===== src/rtl/video_ram_arbiter.sv =====
// Arbitrates one synchronous single-port video RAM between a strobed video fetcher and a
// level-handshake CPU port. Both use a fixed 3-cycle pipeline: issue, RAM read, output register.
module video_ram_arbiter #(
   parameter int ADDR_W   = 11,
   parameter int MAX_WAIT = 4
) (
   input  logic              clk,
   input  logic              reset,
   input  logic              vidReq,
   input  logic [ADDR_W-1:0] vidAddr,
   output logic [7:0]        vidData,
   output logic              vidValid,
   output logic              vidOverrun,
   input  logic              cpuReq,
   input  logic              cpuWe,
   input  logic [ADDR_W-1:0] cpuAddr,
   input  logic [7:0]        cpuWdata,
   output logic [7:0]        cpuRdata,
   output logic              cpuAck,
   output logic [ADDR_W-1:0] ramAddr,
   output logic              ramWe,
   output logic [7:0]        ramWdata,
   input  logic [7:0]        ramRdata
);

   typedef enum logic [1:0] {
      IDLE      = 2'd0,
      ISSUE_VID = 2'd1,
      ISSUE_CPU = 2'd2
   } sel_t;

   // Each in-flight stage is tagged with the selector value that issued it;
   // IDLE doubles as the "stage empty" marker.
   sel_t              grant;
   sel_t              s1_sel;
   sel_t              s2_sel;
   logic              s2_we;

   logic              pend_full;
   logic [ADDR_W-1:0] pend_addr;
   logic [3:0]        wait_cnt;

   logic              vid_cand;
   logic              cpu_cand;
   logic              wait_hit;
   logic [ADDR_W-1:0] vid_issue_addr;

   always_comb begin
      vid_cand       = pend_full | vidReq;
      cpu_cand       = cpuReq & (s1_sel != ISSUE_CPU) & (s2_sel != ISSUE_CPU) & ~cpuAck;
      wait_hit       = (wait_cnt == 4'(MAX_WAIT));
      vid_issue_addr = pend_full ? pend_addr : vidAddr;
      grant          = IDLE;
      if (cpu_cand && (!vid_cand || wait_hit)) begin
         grant = ISSUE_CPU;
      end else if (vid_cand) begin
         grant = ISSUE_VID;
      end
   end

   always_ff @(posedge clk) begin
      if (reset) begin
         s1_sel     <= IDLE;
         s2_sel     <= IDLE;
         s2_we      <= 1'b0;
         pend_full  <= 1'b0;
         pend_addr  <= '0;
         wait_cnt   <= '0;
         ramAddr    <= '0;
         ramWe      <= 1'b0;
         ramWdata   <= '0;
         vidData    <= '0;
         vidValid   <= 1'b0;
         cpuRdata   <= '0;
         cpuAck     <= 1'b0;
         vidOverrun <= 1'b0;
      end else begin
         s1_sel <= grant;
         s2_sel <= s1_sel;
         s2_we  <= ramWe;

         ramWe <= 1'b0;
         case (grant)
            ISSUE_VID: ramAddr <= vid_issue_addr;
            ISSUE_CPU: begin
               ramAddr  <= cpuAddr;
               ramWe    <= cpuWe;
               ramWdata <= cpuWdata;
            end
            default: ;
         endcase

         if (cpu_cand && grant != ISSUE_CPU) begin
            if (!wait_hit) begin
               wait_cnt <= wait_cnt + 4'd1;
            end
         end else begin
            wait_cnt <= '0;
         end

         // A buffered strobe always goes first; a live strobe in the same cycle takes its place.
         if (grant == ISSUE_VID) begin
            if (pend_full) begin
               pend_full <= vidReq;
               if (vidReq) begin
                  pend_addr <= vidAddr;
               end
            end
         end else if (vidReq) begin
            if (pend_full) begin
               vidOverrun <= 1'b1;
            end else begin
               pend_full <= 1'b1;
               pend_addr <= vidAddr;
            end
         end

         vidValid <= 1'b0;
         cpuAck   <= 1'b0;
         case (s2_sel)
            ISSUE_VID: begin
               vidValid <= 1'b1;
               vidData  <= ramRdata;
            end
            ISSUE_CPU: begin
               cpuAck <= 1'b1;
               if (!s2_we) begin
                  cpuRdata <= ramRdata;
               end
            end
            default: ;
         endcase
      end
   end

endmodule


===== config.mk =====
export PLATFORM = sky130hd
export DESIGN_NAME = video_ram_arbiter
export DESIGN_NICKNAME = d
export VERILOG_FILES = /design/src/rtl/video_ram_arbiter.sv
export SDC_FILE = /design/constraint.sdc
export NUM_CORES = 1
export LEC_CHECK = 0
export ABC_AREA = 1
export CAP_MARGIN = 20
export CORE_ASPECT_RATIO = 2
export CORE_UTILIZATION = 42
export DETAILED_ROUTE_END_ITERATION = 10
export GPL_ROUTABILITY_DRIVEN = 0
export PLACE_DENSITY_LB_ADDON = 0.05
export RECOVER_POWER = 25
export SLEW_MARGIN = 20
export SYNTH_ARGS = -nofsm -noshare
export SYNTH_HDL_FRONTEND = slang
export SYNTH_SLANG_ARGS = --single-unit
export TNS_END_PERCENT = 10

===== constraint.sdc =====
create_clock -name clk -period 1.4 [get_ports clk]
set_clock_uncertainty 0.05 [all_clocks]
set_input_delay 0.14 -clock clk [delete_from_list [all_inputs] [get_ports clk]]
set_output_delay 0.14 -clock clk [all_outputs]
set_load 0.005 [all_outputs]

==> run_results.csv <==
group,metric,value,unit
worst_setup_path,cp_cell_sequence,"inv_2 > ha_4 > nand3_4 > nand2_4 > nand3_4 > buf_12 > nand3_1 > nand2_1 > nor2_1 > nor2_1",
place,io_buffers,81,
clocking,clock_latency,0.33,ns
global_route,grt_pass1_vias,2702,
clocking,cts_htree_levels,3,
run,max-cap-violations,0,
drt,avgRoutedWirePerCell,12.1,um
final_layout,multi_input_area,1280,um2
sta,fin_crit,1.51,ns
global_route,grt_pass1_wl,11700,um
place,post-dp-hpwl,4980,um
worst_setup_path,slowest_delay,0.31,ns
worst_setup_path,startpoint_type,"flip-flop",
final_layout,fin_nets,539,
sta,finalHoldViolCount,0,
worst_setup_path,path_buf_inv,2,
worst_setup_path,crit_type,"flip-flop to flip-flop",
worst_hold_path,hold_path.class,"primary input to flip-flop",
floorplanning,core,6060,um2
floorplanning,floorplan.rows,40,
drt,drt_iter0_markers,115,
sta,fmax,661,MHz
floorplanning,die_x,58.1,um
clocking,cts.sinks,60,
worst_setup_path,slowest_stage,"dfxtp_2",
drt,vias,2776,
floorplanning,start_util,43.7,%
worst_setup_path,cp_top_family,"simple AND/OR/NAND/NOR gates",
worst_setup_path,critPathRequiredTime,1.57,ns
final_layout,synthToLayoutAreaGrowth,58.4,%
clocking,cts_buffer_depth,2,
clocking,cts.reportedPaths.clkPinSlew,0.05,ns
global_route,track_usage,23.3,%
worst_setup_path,cp_max_fo,24,
drt,route.detailed.drc,0,
clocking,cts_buffers,9,
place,dp.cells,564,
global_route,grt_overflow,0,
global_route,antenna_found_initial,0,
clocking,cts-root-buf,"clkbuf_16",
drt,wl,7080,um
global_route,grt_max_degree,28,
final_layout,fillers,533,
synth,synthDistinctLibCells,26,
synth,synth_top_area_cell,"dfxtp_1",
floorplanning,io_pins,82,
drt,ant_nets,0,
floorplanning,dieArea,6640,um2
synth,synth_area,2650,um2
synth,synth_area_leaders,"dfxtp_1 45%, nor2_1 12%, nand2_1 11%",
synth,syn_area_per_cell,6.81,um2
worst_setup_path,crit_path_end_kind,"flip-flop",
synth,syn_nets,434,
final_layout,final_core_util,69.3,%
outcome,status,"finished with violations",
sta,setup_ws,-0.112,ns
synth,synth-seq-area-share,45.4,%
power_and_ir_drop,ir_drop,0.916,mV
sta,rsz0062_at_grt,"yes",
synth,netlist_instances,389,
clocking,hold_buffers,0,
sta,period_share,108,%
outcome,violations,"negative setup slack",
sta,holdWs,0.295,ns
power_and_ir_drop,power_density,1160,nW/um2
sta,setup_viol,33,
synth,synth_seq_cells,60,
worst_setup_path,crit_arrival,1.68,ns
final_layout,area.sequential,1200,um2
drt,dr.pass1.iters,4,
drt,routed_via_density,4.76,
sta,drv_slew,0,
final_layout,insertedDiodeCount,0,
power_and_ir_drop,p_leak,1.82,nW
final_layout,final_cells,583,
synth,yosysWarnings,0,
synth,synth_top_area_share,45.4,%
final_layout,final_layout_size_suffix_gt1_share,13.4,%
floorplanning,die_height,114,um
clocking,cts_tree,"done",
sta,slew_headroom,64.8,%
sta,tightest_slew,0.529,ns
layout make-up:
| type | count | area share (%) |
|---|---|---|
| inverters | 40 | 3.58 |
| flip-flops and latches | 60 | 28.7 |
| clock inverters | 1 | 0.716 |
| multi-input cells | 269 | 30.6 |
| well taps | 84 | 2.51 |
| repair buffers | 114 | 27.5 |
| clock buffers | 15 | 6.38 |
stage by stage:
stage | setup slack [ns] | power, mW | setup TNS, ns | instance area, um2
global placement | -0.287 | 2.64 | -8.66 | 3760
floorplan | -0.00244 | 2.23 | -0.0242 | 2660
CTS | -0.138 | 4.91 | -1.87 | 4170
finish | -0.112 | 4.87 | -1.93 | 4190
detailed placement | -0.323 | 2.66 | -9.50 | 3760
global route | -0.228 | 5.08 | -5.53 | 4190
power breakdown:
part,internal (mW),leakage [nW],switching [mW]
Clock,1.47,0.144,0.717
Combinational,0.448,1.18,0.374
Sequential,1.81,0.492,0.0446
synth_stat cells:
cell type and number:
nor2_1 85, nand2_1 80, dfxtp_1 60, inv_1 35
nand3_1 32, o21ai_0 32, a21oi_1 21, buf_2 10
clkbuf_1 7, a21boi_1 5, inv_2 3, o21ai_1 3
clkinv_1 2, ha_1 2, a211oi_1 1, buf_1 1
buf_4 1, buf_6 1, nand2_2 1, nand3_4 1
nand4_1 1, nor2_2 1, nor2_4 1, nor3_1 1
or2_2 1, xnor2_1 1
path summary, 6_finish.rpt:
check,from,endpoint,slack (ns),cells after the start
worst max register to register,wait_cnt[0],pend_addr[3],-0.11,10
worst min-delay path,cpuWe,ramWe,0.30,3
worst min register to register,ramWe,s2_we,0.37,2
worst max-delay path,wait_cnt[0],pend_addr[3],-0.11,10
layout by cell type, fill, tap and decap left out, types with 2 or more instances in the layout:
| cell type | count |
|---|---|
| clkbuf_16 | 10 |
| nand3_2 | 2 |
| nor2_1 | 84 |
| nand3_4 | 3 |
| o21ai_1 | 7 |
| o21ai_2 | 2 |
| inv_2 | 6 |
| buf_12 | 5 |
| buf_4 | 25 |
| inv_1 | 32 |
| o21ai_0 | 26 |
| clkdlybuf4s25_1 | 2 |
| nand3_1 | 28 |
| nor2_4 | 2 |
| nand2_1 | 79 |
| clkbuf_8 | 2 |
| a21boi_1 | 5 |
| clkdlybuf4s50_1 | 78 |
| dfxtp_2 | 2 |
| clkinv_1 | 2 |
| dfxtp_1 | 58 |
| clkbuf_1 | 5 |
| a21oi_1 | 21 |
worst register-to-register path: cells and delay by family (launching register included):
kind | cells | cell delay (ns)
simple gates | 7 | 0.61
flops | 1 | 0.31
buf+inv | 2 | 0.29
fa+ha+maj | 1 | 0.15
metal layers:
| layer | GRT usage (%) | up-vias | share of wire, % |
|---|---|---|---|
| met3 | 5.76 | 18 | 4.5 |
| met4 | 13.2 | 0 | 2.7 |
| met5 | 0 | - | 0 |
| li1 | - | 1428 | - |
| met2 | 43.0 | 92 | 57 |
| met1 | 22.6 | 1238 | 36 |
cell families (layout without fill, tap and decap cells):
family	after synthesis	in the layout	share of synthesized area [%]
and+or+nand+nor	204	204	31.7
AOI/OAI and AO/OA	62	62	12.3
DFF	60	60	45.4
buffers and inverters	60	170	9.40
adders and majority gates	2	2	0.945
xor gates and xnor gates	1	1	0.331
sequential cells by signal, summed over array words and instances, names as in the netlist:
name and cells:
vidValid 1, pend_full 1, s2_sel 2, s2_we 1
vidData 8, pend_addr 11, cpuRdata 8, ramAddr 11
s1_sel 2, wait_cnt 4, ramWdata 8, ramWe 1
vidOverrun 1, cpuAck 1
timing repair:
action / 4_1_cts / 5_1_grt
setup buffers: 1 / 0
gates resized for setup: 17 / 14
endpoints found under the hold margin: 0 / 0
endpoints found under the setup margin: 38 / 41
pin swaps: 0 / 7
gates cloned: 2 / 0
(Power assumes the default switching activity.)
